--- src/rtl/imem_loader.sv ---
// imem_loader: boot-time byte-stream loader for instruction memory with length header and XOR checksum
module imem_loader #(
    parameter int ADDR_W = 8
) (
    input  logic              clk,
    input  logic              rst,
    input  logic              start,
    input  logic              byteValid,
    input  logic [7:0]        byteData,
    output logic              byteReady,
    output logic              wrEn,
    output logic [ADDR_W-1:0] wrAddr,
    output logic [15:0]       wrData,
    output logic              cpuRst,
    output logic              done,
    output logic              err,
    output logic [1:0]        errCode,
    output logic [ADDR_W:0]   wordCnt
);
    localparam logic [2:0] LEN_HI  = 3'd0;
    localparam logic [2:0] LEN_LO  = 3'd1;
    localparam logic [2:0] DATA_HI = 3'd2;
    localparam logic [2:0] DATA_LO = 3'd3;
    localparam logic [2:0] CHK     = 3'd4;
    localparam logic [2:0] DONE    = 3'd5;
    localparam logic [2:0] ERR     = 3'd6;
    localparam logic [16:0] MAX_WORDS = 17'd1 << ADDR_W;

    logic [2:0]  state;
    logic [7:0]  lenhi, hi, xsum;
    logic [15:0] rem, n;
    logic        acc, over;

    assign byteReady = state != DONE && state != ERR;
    assign acc = byteValid && byteReady;
    assign n = {lenhi, byteData};
    assign over = {1'b0, n} > MAX_WORDS;

    always_ff @(posedge clk or posedge rst) begin
        if (rst) begin
            state   <= LEN_HI;
            lenhi   <= '0;
            hi      <= '0;
            xsum    <= '0;
            rem     <= '0;
            wrEn    <= 1'b0;
            wrAddr  <= '0;
            wrData  <= '0;
            cpuRst  <= 1'b1;
            done    <= 1'b0;
            err     <= 1'b0;
            errCode <= 2'b00;
            wordCnt <= '0;
        end else begin
            wrEn <= 1'b0;
            // address advances once the strobed write has been presented
            if (wrEn) wrAddr <= wrAddr + 1'b1;
            if (!byteReady && start) begin
                state   <= LEN_HI;
                xsum    <= '0;
                wordCnt <= '0;
                wrAddr  <= '0;
                errCode <= 2'b00;
                done    <= 1'b0;
                err     <= 1'b0;
                cpuRst  <= 1'b1;
            end else if (acc) begin
                if (state != CHK) xsum <= xsum ^ byteData;
                case (state)
                    LEN_HI: begin
                        lenhi <= byteData;
                        state <= LEN_LO;
                    end
                    LEN_LO: begin
                        rem   <= n;
                        state <= over ? ERR : n == 16'd0 ? CHK : DATA_HI;
                        if (over) begin
                            err     <= 1'b1;
                            errCode <= 2'b01;
                        end
                    end
                    DATA_HI: begin
                        hi    <= byteData;
                        state <= DATA_LO;
                    end
                    DATA_LO: begin
                        wrEn    <= 1'b1;
                        wrData  <= {hi, byteData};
                        wordCnt <= wordCnt + 1'b1;
                        rem     <= rem - 16'd1;
                        state   <= rem == 16'd1 ? CHK : DATA_HI;
                    end
                    CHK: begin
                        state   <= byteData == xsum ? DONE : ERR;
                        done    <= byteData == xsum;
                        err     <= byteData != xsum;
                        cpuRst  <= byteData != xsum;
                        errCode <= byteData == xsum ? 2'b00 : 2'b10;
                    end
                    default: ;
                endcase
            end
        end
    end
endmodule

--- config.mk ---
export PLATFORM = sky130hd
export DESIGN_NAME = imem_loader
export DESIGN_NICKNAME = d
export VERILOG_FILES = /design/src/rtl/imem_loader.sv
export SDC_FILE = /design/constraint.sdc
export NUM_CORES = 1
export LEC_CHECK = 0
export ABC_AREA = 1
export ABC_CLOCK_PERIOD_IN_PS = 2500
export CORE_UTILIZATION = 52
export CTS_BUF_LIST = sky130_fd_sc_hd__clkbuf_4 sky130_fd_sc_hd__clkbuf_8
export DETAILED_ROUTE_END_ITERATION = 10
export PLACE_DENSITY = 0.78
export SKIP_CTS_REPAIR_TIMING = 1
export SYNTH_ARGS = -nofsm -noshare
export SYNTH_HDL_FRONTEND = slang
export SYNTH_SLANG_ARGS = --single-unit
--- constraint.sdc ---
create_clock -name clk -period 2.5 [get_ports clk]
set_clock_uncertainty 0.05 [all_clocks]
set_input_delay 0.375 -clock clk [delete_from_list [all_inputs] [get_ports clk]]
set_output_delay 0.375 -clock clk [all_outputs]
set_load 0.02 [all_outputs]
==> results of run 1 <==
==> per-stage QoR <==
step	area, sq um	hold slack (ns)
floorplan	4200	0.392
global placement	4840	0.408
detailed placement	4840	0.413
CTS	5070	0.403
global route	5070	0.446
finish	5070	0.393
==> final cells by class <==
| type | count | area, sq um | area share |
|---|---|---|---|
| Sequential cell | 82 | 2050 | 0.405 |
| Multi-Input combinational cell | 389 | 1820 | 0.360 |
| Timing Repair Buffer | 56 | 573 | 0.113 |
| Inverter | 70 | 267 | 0.0526 |
| Tap cell | 102 | 128 | 0.0252 |
| Clock buffer | 9 | 124 | 0.0244 |
| Clock inverter | 7 | 101 | 0.0200 |
==> where the power goes <==
part | leakage [nW] | total (mW) | internal, mW | switching [mW]
Clock | 0.112 | 1.08 | 0.572 | 0.511
Sequential | 1.04 | 2.39 | 1.91 | 0.480
Combinational | 1.31 | 2.74 | 1.08 | 1.67
Total | 2.46 | 6.21 | 3.56 | 2.66
==> layer usage <==
metal	vias to the layer above	share of wire	GRT usage
met5	-	0	0
met4	0	0.026	0.116
met3	21	0.064	0.0381
met2	139	0.46	0.384
met1	1831	0.45	0.351
li1	1884	-	-
==> sequential cells by signal, summed over array words and instances (netlist names), 2 cells and up <==
name,count
lenhi,8
xsum,8
wordCnt,9
errCode,2
rem,16
wrAddr,8
wrData,16
hi,8
state,3
==> final timing paths <==
| path | depth (start not counted) | slack [ns] | endpoint | from |
|---|---|---|---|---|
| setup / recovery | 4 | 0.17 | byteReady | state[0]$_DFFE_PP0P_ |
| hold / removal | 2 | 0.39 | wrAddr[7]$_DFFE_PP0P_ | rst |
| setup reg to reg | 7 | 0.61 | rem[5]$_DFFE_PP0P_ | state[0]$_DFFE_PP0P_ |
| hold reg to reg | 2 | 0.43 | wrData[14]$_DFFE_PP0P_ | hi[6]$_DFFE_PP0P_ |
| max in group asynchronous | 3 | 1.37 | cpuRst$_DFFE_PP1P_ | rst |
| min in group clk | 2 | 0.43 | wrData[14]$_DFFE_PP0P_ | hi[6]$_DFFE_PP0P_ |
==> cell families (layout without fill, tap and decap cells) <==
logic type | after synthesis | in the layout | share of synthesized area
xor gates and xnor gates | 5 | 5 | 0.0104
and+or+nand+nor | 281 | 281 | 0.285
buffers and inverters | 82 | 142 | 0.0766
adders and majority gates | 4 | 4 | 0.0119
DFF | 82 | 82 | 0.489
AOI/OAI and AO/OA | 99 | 99 | 0.127
==> synthesized netlist by cell type (3+ instances only) <==
cell type	number
xor2_1	5
nand4_1	14
buf_2	5
nor2_4	3
nand3_1	24
a31oi_1	3
dfrtp_1	81
clkbuf_1	5
nor3_1	4
inv_2	3
o21ai_0	67
nand2_1	172
nor2_1	55
o22ai_1	3
ha_1	4
o21a_1	3
inv_1	67
a21oi_1	17
==> worst reg2reg max path, cell delays in order (launching register included) <==
cell	delay [ns]
dfrtp_1	0.45
nand2_1	0.19
nor2_4	0.16
buf_4	0.24
inv_1	0.24
a21oi_1	0.22
o21ai_0	0.12
o21ai_0	0.13
==> flow_summary.json, run 1 <==
{
  "status": "finished, final reports clean",
  "areaGrowthSynthToFinish_pct": 20.7,
  "drt_iter0_drc": 320,
  "worstMarginPinSlew_ns": 0.648,
  "ys_dominant_reg_cell": "dfrtp_1",
  "synth.area.top_cells": "dfrtp_1 (48%), nand2_1 (15%), o21ai_0 (8.0%)",
  "clk-insertion-delay-late_ns": 0.36,
  "worstPathArrival_ns": 1.91,
  "cts_root_buf": "clkbuf_8",
  "ant_nets": 0,
  "wl_um": 9900,
  "grt_max_degree": 34,
  "final-instance-count-excl-fill": 715,
  "drcViolationCount": 0,
  "cp_top_family": "buffers and inverters",
  "die_x_um": 91.9,
  "setup_violations": 0,
  "final_common_cell": "nand2_1",
  "routedWlPerCell_um": 13.8,
  "cts_sinks": 82,
  "ys_warn_count": 0,
  "ir_drop_uv": 570,
  "final_max_slew_viol_count": 0,
  "postSynthAreaPerCell_sq_um": 7.59,
  "leakagePower_nw": 2.46,
  "synth_top_area_frac": 0.483,
  "ys_seq_area_frac": 0.489,
  "dieArea_sq_um": 8440,
  "path_class": "reg -> out",
  "slowest_stage": "clkdlybuf4s50_1",
  "ys_types": 36,
  "setup_tns_ns": 0,
  "max_freq_mhz": 429,
  "crit_chain": "nor2_1 > nor2_4 > nand2_1 > clkdlybuf4s50_1",
  "place.gp.congestion": 0.908,
  "slowest_delay_ns": 0.62,
  "core_area_sq_um": 7770,
  "min_path_type": "in -> async",
  "startpoint_type": "flip-flop",
  "critical_path_buf_inv_count": 1,
  "final_util": 0.653,
  "diodes": 0,
  "synth_edf_count": 0,
  "grt_antenna_before_repair": 0,
  "p_per_area_nw_per_um2": 1230,
  "grt_remaining_overflow": 0,
  "cts_made_buffers": 9,
  "ios": 52,
  "fin_crit_sh": 0.933,
  "place_ws_ns": 0.413,
  "num_vias": 3875,
  "cap_violations": 0,
  "drive_gt1_frac": 0.0620,
  "rows": 32,
  "totalPowerFinal_mw": 6.21,
  "hpwl_um": 7230,
  "grt_pass1_wl_um": 16700,
  "synth_nets": 569,
  "cts.path.max_buffers": 2,
  "dr.pass1.iters": 5,
  "syn_inst": 553,
  "die_h_um": 91.9,
  "hold_violations": 0,
  "avgViaCountPerCell": 5.42,
  "nets": 624,
  "synth-seq-cells": 82,
  "clk_pin_slew_worst_paths_ns": 0.09,
  "cp-end-kind": "primary output",
  "most-common-layout-cells": "nand2_1 (172), dfrtp_1 (81), o21ai_0 (67)",
  "rsz0062_at_grt": "no",
  "initial_core_util": 0.541,
  "placed_cells": 699,
  "port_buffers": 51,
  "grt_usage": 0.251,
  "slew_headroom": 0.567,
  "cts_tree": "done",
  "yosys.area.top_type": "dfrtp_1",
  "crit_fanout": 6,
  "async_flop_share": 1.00,
  "synth_area_sq_um": 4200,
  "fillers": 671,
  "grt_pass1_vias": 3548,
  "finalWorstSetupSlack_ns": 0.168,
  "post-route-min-period_ns": 2.33,
  "ctsHtreeMaxLevel": 3,
  "required_ns": 2.08
}
No activity file was read; power rests on OpenSTA's default activity.
==> run 2, diff against run 1 <==
PLACE_DENSITY = 0.87   (was 0.78)
==> run 2 against run 1 <==
  * Combinational power is essentially flat
  * Fmax shrank 1.1%
  * Worst hold slack gained 0.027 ns
  * Design area shrank 1.3%
  * Total power shrank 3.0%
  * Via count grew 0.46%
  * Final cell count shrank 0.14%
  * Sequential power is essentially flat
  * First-iteration DRC count shrank 24%
  * Setup slack lost 0.027 ns
  * Register-to-register slack is essentially flat
  * Highest routed layer unchanged
==> flow_summary.json, run 2 (same netlist as run 1, synthesis figures left out) <==
{
  "finalWorstSetupSlack_ns": 0.141,
  "cap_violations": 0,
  "place_area_sq_um": 4820,
  "clk_pin_slew_worst_paths_ns": 0.08,
  "num_vias": 3893,
  "grt_remaining_overflow": 0,
  "diodes": 0,
  "path_class": "reg -> out",
  "min_path_type": "in -> async",
  "final_util": 0.644,
  "startpoint_type": "flip-flop",
  "grt_pass1_vias": 3716,
  "worstMarginPinSlew_ns": 0.490,
  "dr.pass1.iters": 5,
  "crit_fanout": 6,
  "drcViolationCount": 0,
  "die_h_um": 91.9,
  "max_freq_mhz": 424,
  "ant_nets": 0,
  "placed_cells": 698,
  "cts_sinks": 82,
  "grt_usage": 0.261,
  "clk-insertion-delay-late_ns": 0.36,
  "hpwl_um": 7120,
  "grt_max_degree": 83,
  "r2r_cells": 9,
  "p_per_area_nw_per_um2": 1210,
  "rows": 32,
  "rsz0062_at_grt": "no",
  "ios": 52,
  "most-common-layout-cells": "nand2_1 (172), dfrtp_1 (81), o21ai_0 (67)",
  "place.gp.congestion": 0.902,
  "fin_crit_sh": 0.944,
  "core_area_sq_um": 7770,
  "avgViaCountPerCell": 5.45,
  "routedWlPerCell_um": 14.0,
  "worstPathArrival_ns": 1.93,
  "setup_violations": 0,
  "nets": 623,
  "cts_tree": "done",
  "initial_core_util": 0.541,
  "reg2reg_to": "rem[14]$_DFFE_PP0P_",
  "slew_headroom": 0.672,
  "drt_iter0_drc": 243,
  "reg_top3": "rem (16), wrData (16), wordCnt (9)",
  "rrSetupSlack_ns": 0.61,
  "port_buffers": 51,
  "grt_pass1_wl_um": 17300,
  "hold_ws_ns": 0.420,
  "drive_gt1_frac": 0.0605,
  "wl_um": 10000,
  "ir_drop_uv": 473,
  "leakagePower_nw": 2.42,
  "areaGrowthSynthToFinish_pct": 19.1,
  "die_x_um": 91.9,
  "fillers": 661,
  "cts_made_buffers": 9,
  "final-instance-count-excl-fill": 714,
  "final_common_cell": "nand2_1",
  "ctsHtreeMaxLevel": 3,
  "cts.path.max_buffers": 2,
  "dieArea_sq_um": 8440,
  "required_ns": 2.08,
  "cts_root_buf": "clkbuf_8",
  "cp-end-kind": "primary output",
  "r2r_start": "rem[0]$_DFFE_PP0P_",
  "place_ws_ns": 0.416,
  "final_max_slew_viol_count": 0,
  "hold_violations": 0,
  "setup_tns_ns": 0,
  "status": "finished, final reports clean",
  "post-route-min-period_ns": 2.36,
  "grt_antenna_before_repair": 0,
  "final_cell_area_sq_um": 5000,
  "totalPowerFinal_mw": 6.03
}
-- run 2: cell count changes in the layout (fill, tap and decap cells not counted), sizes merged --
| cell | previous run | this run |
|---|---|---|
| buf | 5 | 4 |
| bufinv | 2 | 0 |
| clkinvlp | 2 | 4 |
-- run 2: worst max-delay path, stage by stage (launching register included) --
cell and delay [ns]:
dfrtp_1 0.45, nor2_1 0.33, nor2_4 0.08, nand2_1 0.10
clkdlybuf4s50_1 0.61
-- run 2: area by class of cell --
class | count | area (sq um) | share of cell area
tap | 102 | 128 | 0.0255
clock inverter | 7 | 53.8 | 0.0108
multi-input combinational | 389 | 1820 | 0.365
clock buffer | 9 | 124 | 0.0248
inverter | 70 | 267 | 0.0533
sequential | 82 | 2050 | 0.410
timing repair buffer | 55 | 553 | 0.111
-- run 2: how the worst max path moves through the flow --
stage,startpoint,endpoint,slack (ns),cells after the start
final,state[0]$_DFFE_PP0P_,byteReady,0.14,4
after global routing,state[0]$_DFFE_PP0P_,byteReady,0.05,4
after CTS,state[0]$_DFFE_PP0P_,byteReady,0.15,4
after detailed placement,byteValid,rem[5]$_DFFE_PP0P_,0.42,7
after global placement,byteValid,wordCnt[4]$_DFFE_PP0P_,0.46,6
after floorplan,state[0]$_DFFE_PP0P_,done$_DFFE_PP0P_,0.86,7
-- run 2: routing by layer --
metal	vias to the layer above	track usage	part of all wire
met5	-	0	0
met4	0	0.130	0.030
met3	32	0.0464	0.066
met2	171	0.412	0.47
met1	1811	0.348	0.44
li1	1879	-	-
-- run 2: where the power goes --
group | total [mW] | internal, mW | switching (mW) | leakage (nW)
Combinational | 2.74 | 1.08 | 1.66 | 1.30
Clock | 0.883 | 0.367 | 0.516 | 0.0822
Sequential | 2.41 | 1.91 | 0.504 | 1.04
==> run 3, diff against run 2 <==
CORE_MARGIN = 1.5   (was unset)
==> run 3 against run 2 <==
  * The flow now finishes with violations (DRC)
  * Total power is 4.2% higher
  * Sequential power barely moved
  * Setup slack improved by 0.019 ns
  * Sequential cell count unchanged
  * Routed wire length grew 4.6%
  * First-iteration DRC count up 55%
  * Core utilization rose by 0.82 points
  * Clock power grew 23%
  * Fmax rose by 0.83%
  * Via count is 3.1% higher
  * Register-to-register slack barely moved
  * Sequential share of layout area down 0.52 points
  * Critical endpoint unchanged
==> flow_summary.json, run 3 (same netlist as run 1, synthesis figures left out) <==
{
  "status": "finished, violations left",
  "violations": "DRC",
  "ir_drop_uv": 548,
  "required_ns": 2.08,
  "diodes": 0,
  "max_freq_mhz": 427,
  "crit_fanout": 6,
  "num_vias": 4014,
  "ios": 52,
  "slew_headroom": 0.645,
  "worstMarginPinSlew_ns": 0.531,
  "die_h_um": 92.9,
  "clk_pin_slew_worst_paths_ns": 0.09,
  "hold_violations": 0,
  "path_class": "reg -> out",
  "drive_gt1_frac": 0.0635,
  "cts_root_buf": "clkbuf_8",
  "final_max_slew_viol_count": 0,
  "grt_usage": 0.268,
  "seq_area_sq_um": 2050,
  "post-route-min-period_ns": 2.34,
  "grt_max_degree": 39,
  "startpoint_type": "flip-flop",
  "cts_sinks": 82,
  "cp_top_family": "buffers and inverters",
  "min_path_type": "in -> async",
  "nets": 625,
  "port_buffers": 51,
  "fillers": 638,
  "slowest_delay_ns": 0.62,
  "avgViaCountPerCell": 5.61,
  "multiInputGateArea_sq_um": 1820,
  "rows": 32,
  "most-common-layout-cells": "nand2_1 (172), dfrtp_1 (81), o21ai_0 (67)",
  "place_ws_ns": 0.384,
  "place.gp.congestion": 0.889,
  "dieArea_sq_um": 8620,
  "leakagePower_nw": 2.46,
  "grt_antenna_before_repair": 0,
  "cap_violations": 0,
  "finalWorstSetupSlack_ns": 0.160,
  "critical_path_buf_inv_count": 1,
  "cts_tree": "done",
  "wl_um": 10500,
  "rsz0062_at_grt": "no",
  "setup_tns_ns": 0,
  "ant_nets": 0,
  "routedWlPerCell_um": 14.6,
  "grt_pass1_vias": 3874,
  "worstPathArrival_ns": 1.91,
  "clk-insertion-delay-late_ns": 0.36,
  "grt_pass1_wl_um": 18000,
  "final_common_cell": "nand2_1",
  "p_per_area_nw_per_um2": 1240,
  "initial_core_util": 0.541,
  "ctsHtreeMaxLevel": 3,
  "areaGrowthSynthToFinish_pct": 20.6,
  "core_area_sq_um": 7770,
  "grt_remaining_overflow": 0,
  "slowest_stage": "clkdlybuf4s50_1",
  "setup_violations": 0,
  "totalPowerFinal_mw": 6.29,
  "drt_iter0_drc": 376,
  "hpwl_um": 7630,
  "crit_chain": "nor2_1 > nor2_4 > nand2_1 > clkdlybuf4s50_1",
  "die_x_um": 92.9,
  "reg_top3": "rem (16), wrData (16), wordCnt (9)",
  "cp-end-kind": "primary output",
  "fin_crit_sh": 0.936,
  "drcViolationCount": 1,
  "cts_made_buffers": 9,
  "cts.path.max_buffers": 2,
  "dr.pass1.iters": 9
}
==> run 3: cell types whose count changed in the layout (fill, tap and decap cells not counted), sizes merged <==
cell / before / now
inv: 71 / 70
bufinv: 0 / 2
clkinvlp: 4 / 2
buf: 4 / 6
clkinv: 2 / 3
==> run 3: report_power, final <==
| part | switching, mW | leakage [nW] | total [mW] | internal [mW] |
|---|---|---|---|---|
| clock network | 0.523 | 0.110 | 1.09 | 0.571 |
| logic | 1.70 | 1.31 | 2.78 | 1.08 |
| registers | 0.502 | 1.04 | 2.41 | 1.91 |
==> run 3: worst paths after layout <==
check	slack (ns)	to	start	depth (start not counted)
worst min register to register	0.43	wrData[11]$_DFFE_PP0P_	hi[3]$_DFFE_PP0P_	2
worst min-delay path	0.31	xsum[3]$_DFFE_PP0P_	rst	2
worst max-delay path	0.16	byteReady	state[0]$_DFFE_PP0P_	4
worst max register to register	0.62	rem[5]$_DFFE_PP0P_	state[0]$_DFFE_PP0P_	6
max in group asynchronous	1.50	cpuRst$_DFFE_PP1P_	rst	3
min in group clk	0.43	wrData[11]$_DFFE_PP0P_	hi[3]$_DFFE_PP0P_	2
==> run 3: worst reg2reg max path, stage by stage (launching register included) <==
cell and delay [ns]:
dfrtp_1 0.46, nand2_1 0.20, nor2_4 0.16, buf_4 0.25, inv_1 0.24, o21ai_0 0.27, o21ai_0 0.12
==> run 3: area by class of cell <==
class	count	share of cell area
tap	102	0.0252
timing repair buffer	57	0.112
clock inverter	7	0.0203
clock buffer	9	0.0245
inverter	70	0.0526
sequential	82	0.405
multi-input combinational	389	0.360
==> run 3: metrics by stage <==
| step | hold WS [ns] | instances | cell area, sq um | utilization |
|---|---|---|---|---|
| final | 0.313 | 716 | 5070 | 0.652 |
| after global routing | 0.355 | 716 | 5070 | 0.652 |
| after CTS | 0.334 | 716 | 5070 | 0.652 |
| after detailed placement | 0.408 | 700 | 4840 | 0.623 |
| after global placement | 0.403 | 700 | 4840 | 0.623 |
| after floorplan | 0.392 | 553 | 4200 | - |
==> run 3: routing by layer <==
layer | routed length, um | part of all wire | track usage | up-vias
li1 | - | - | - | 1882
met1 | 4400 | 0.42 | 0.343 | 1911
met2 | 5100 | 0.49 | 0.437 | 187
met3 | 648 | 0.062 | 0.0525 | 34
met4 | 312 | 0.030 | 0.128 | 0
met5 | 0 | 0 | 0 | -
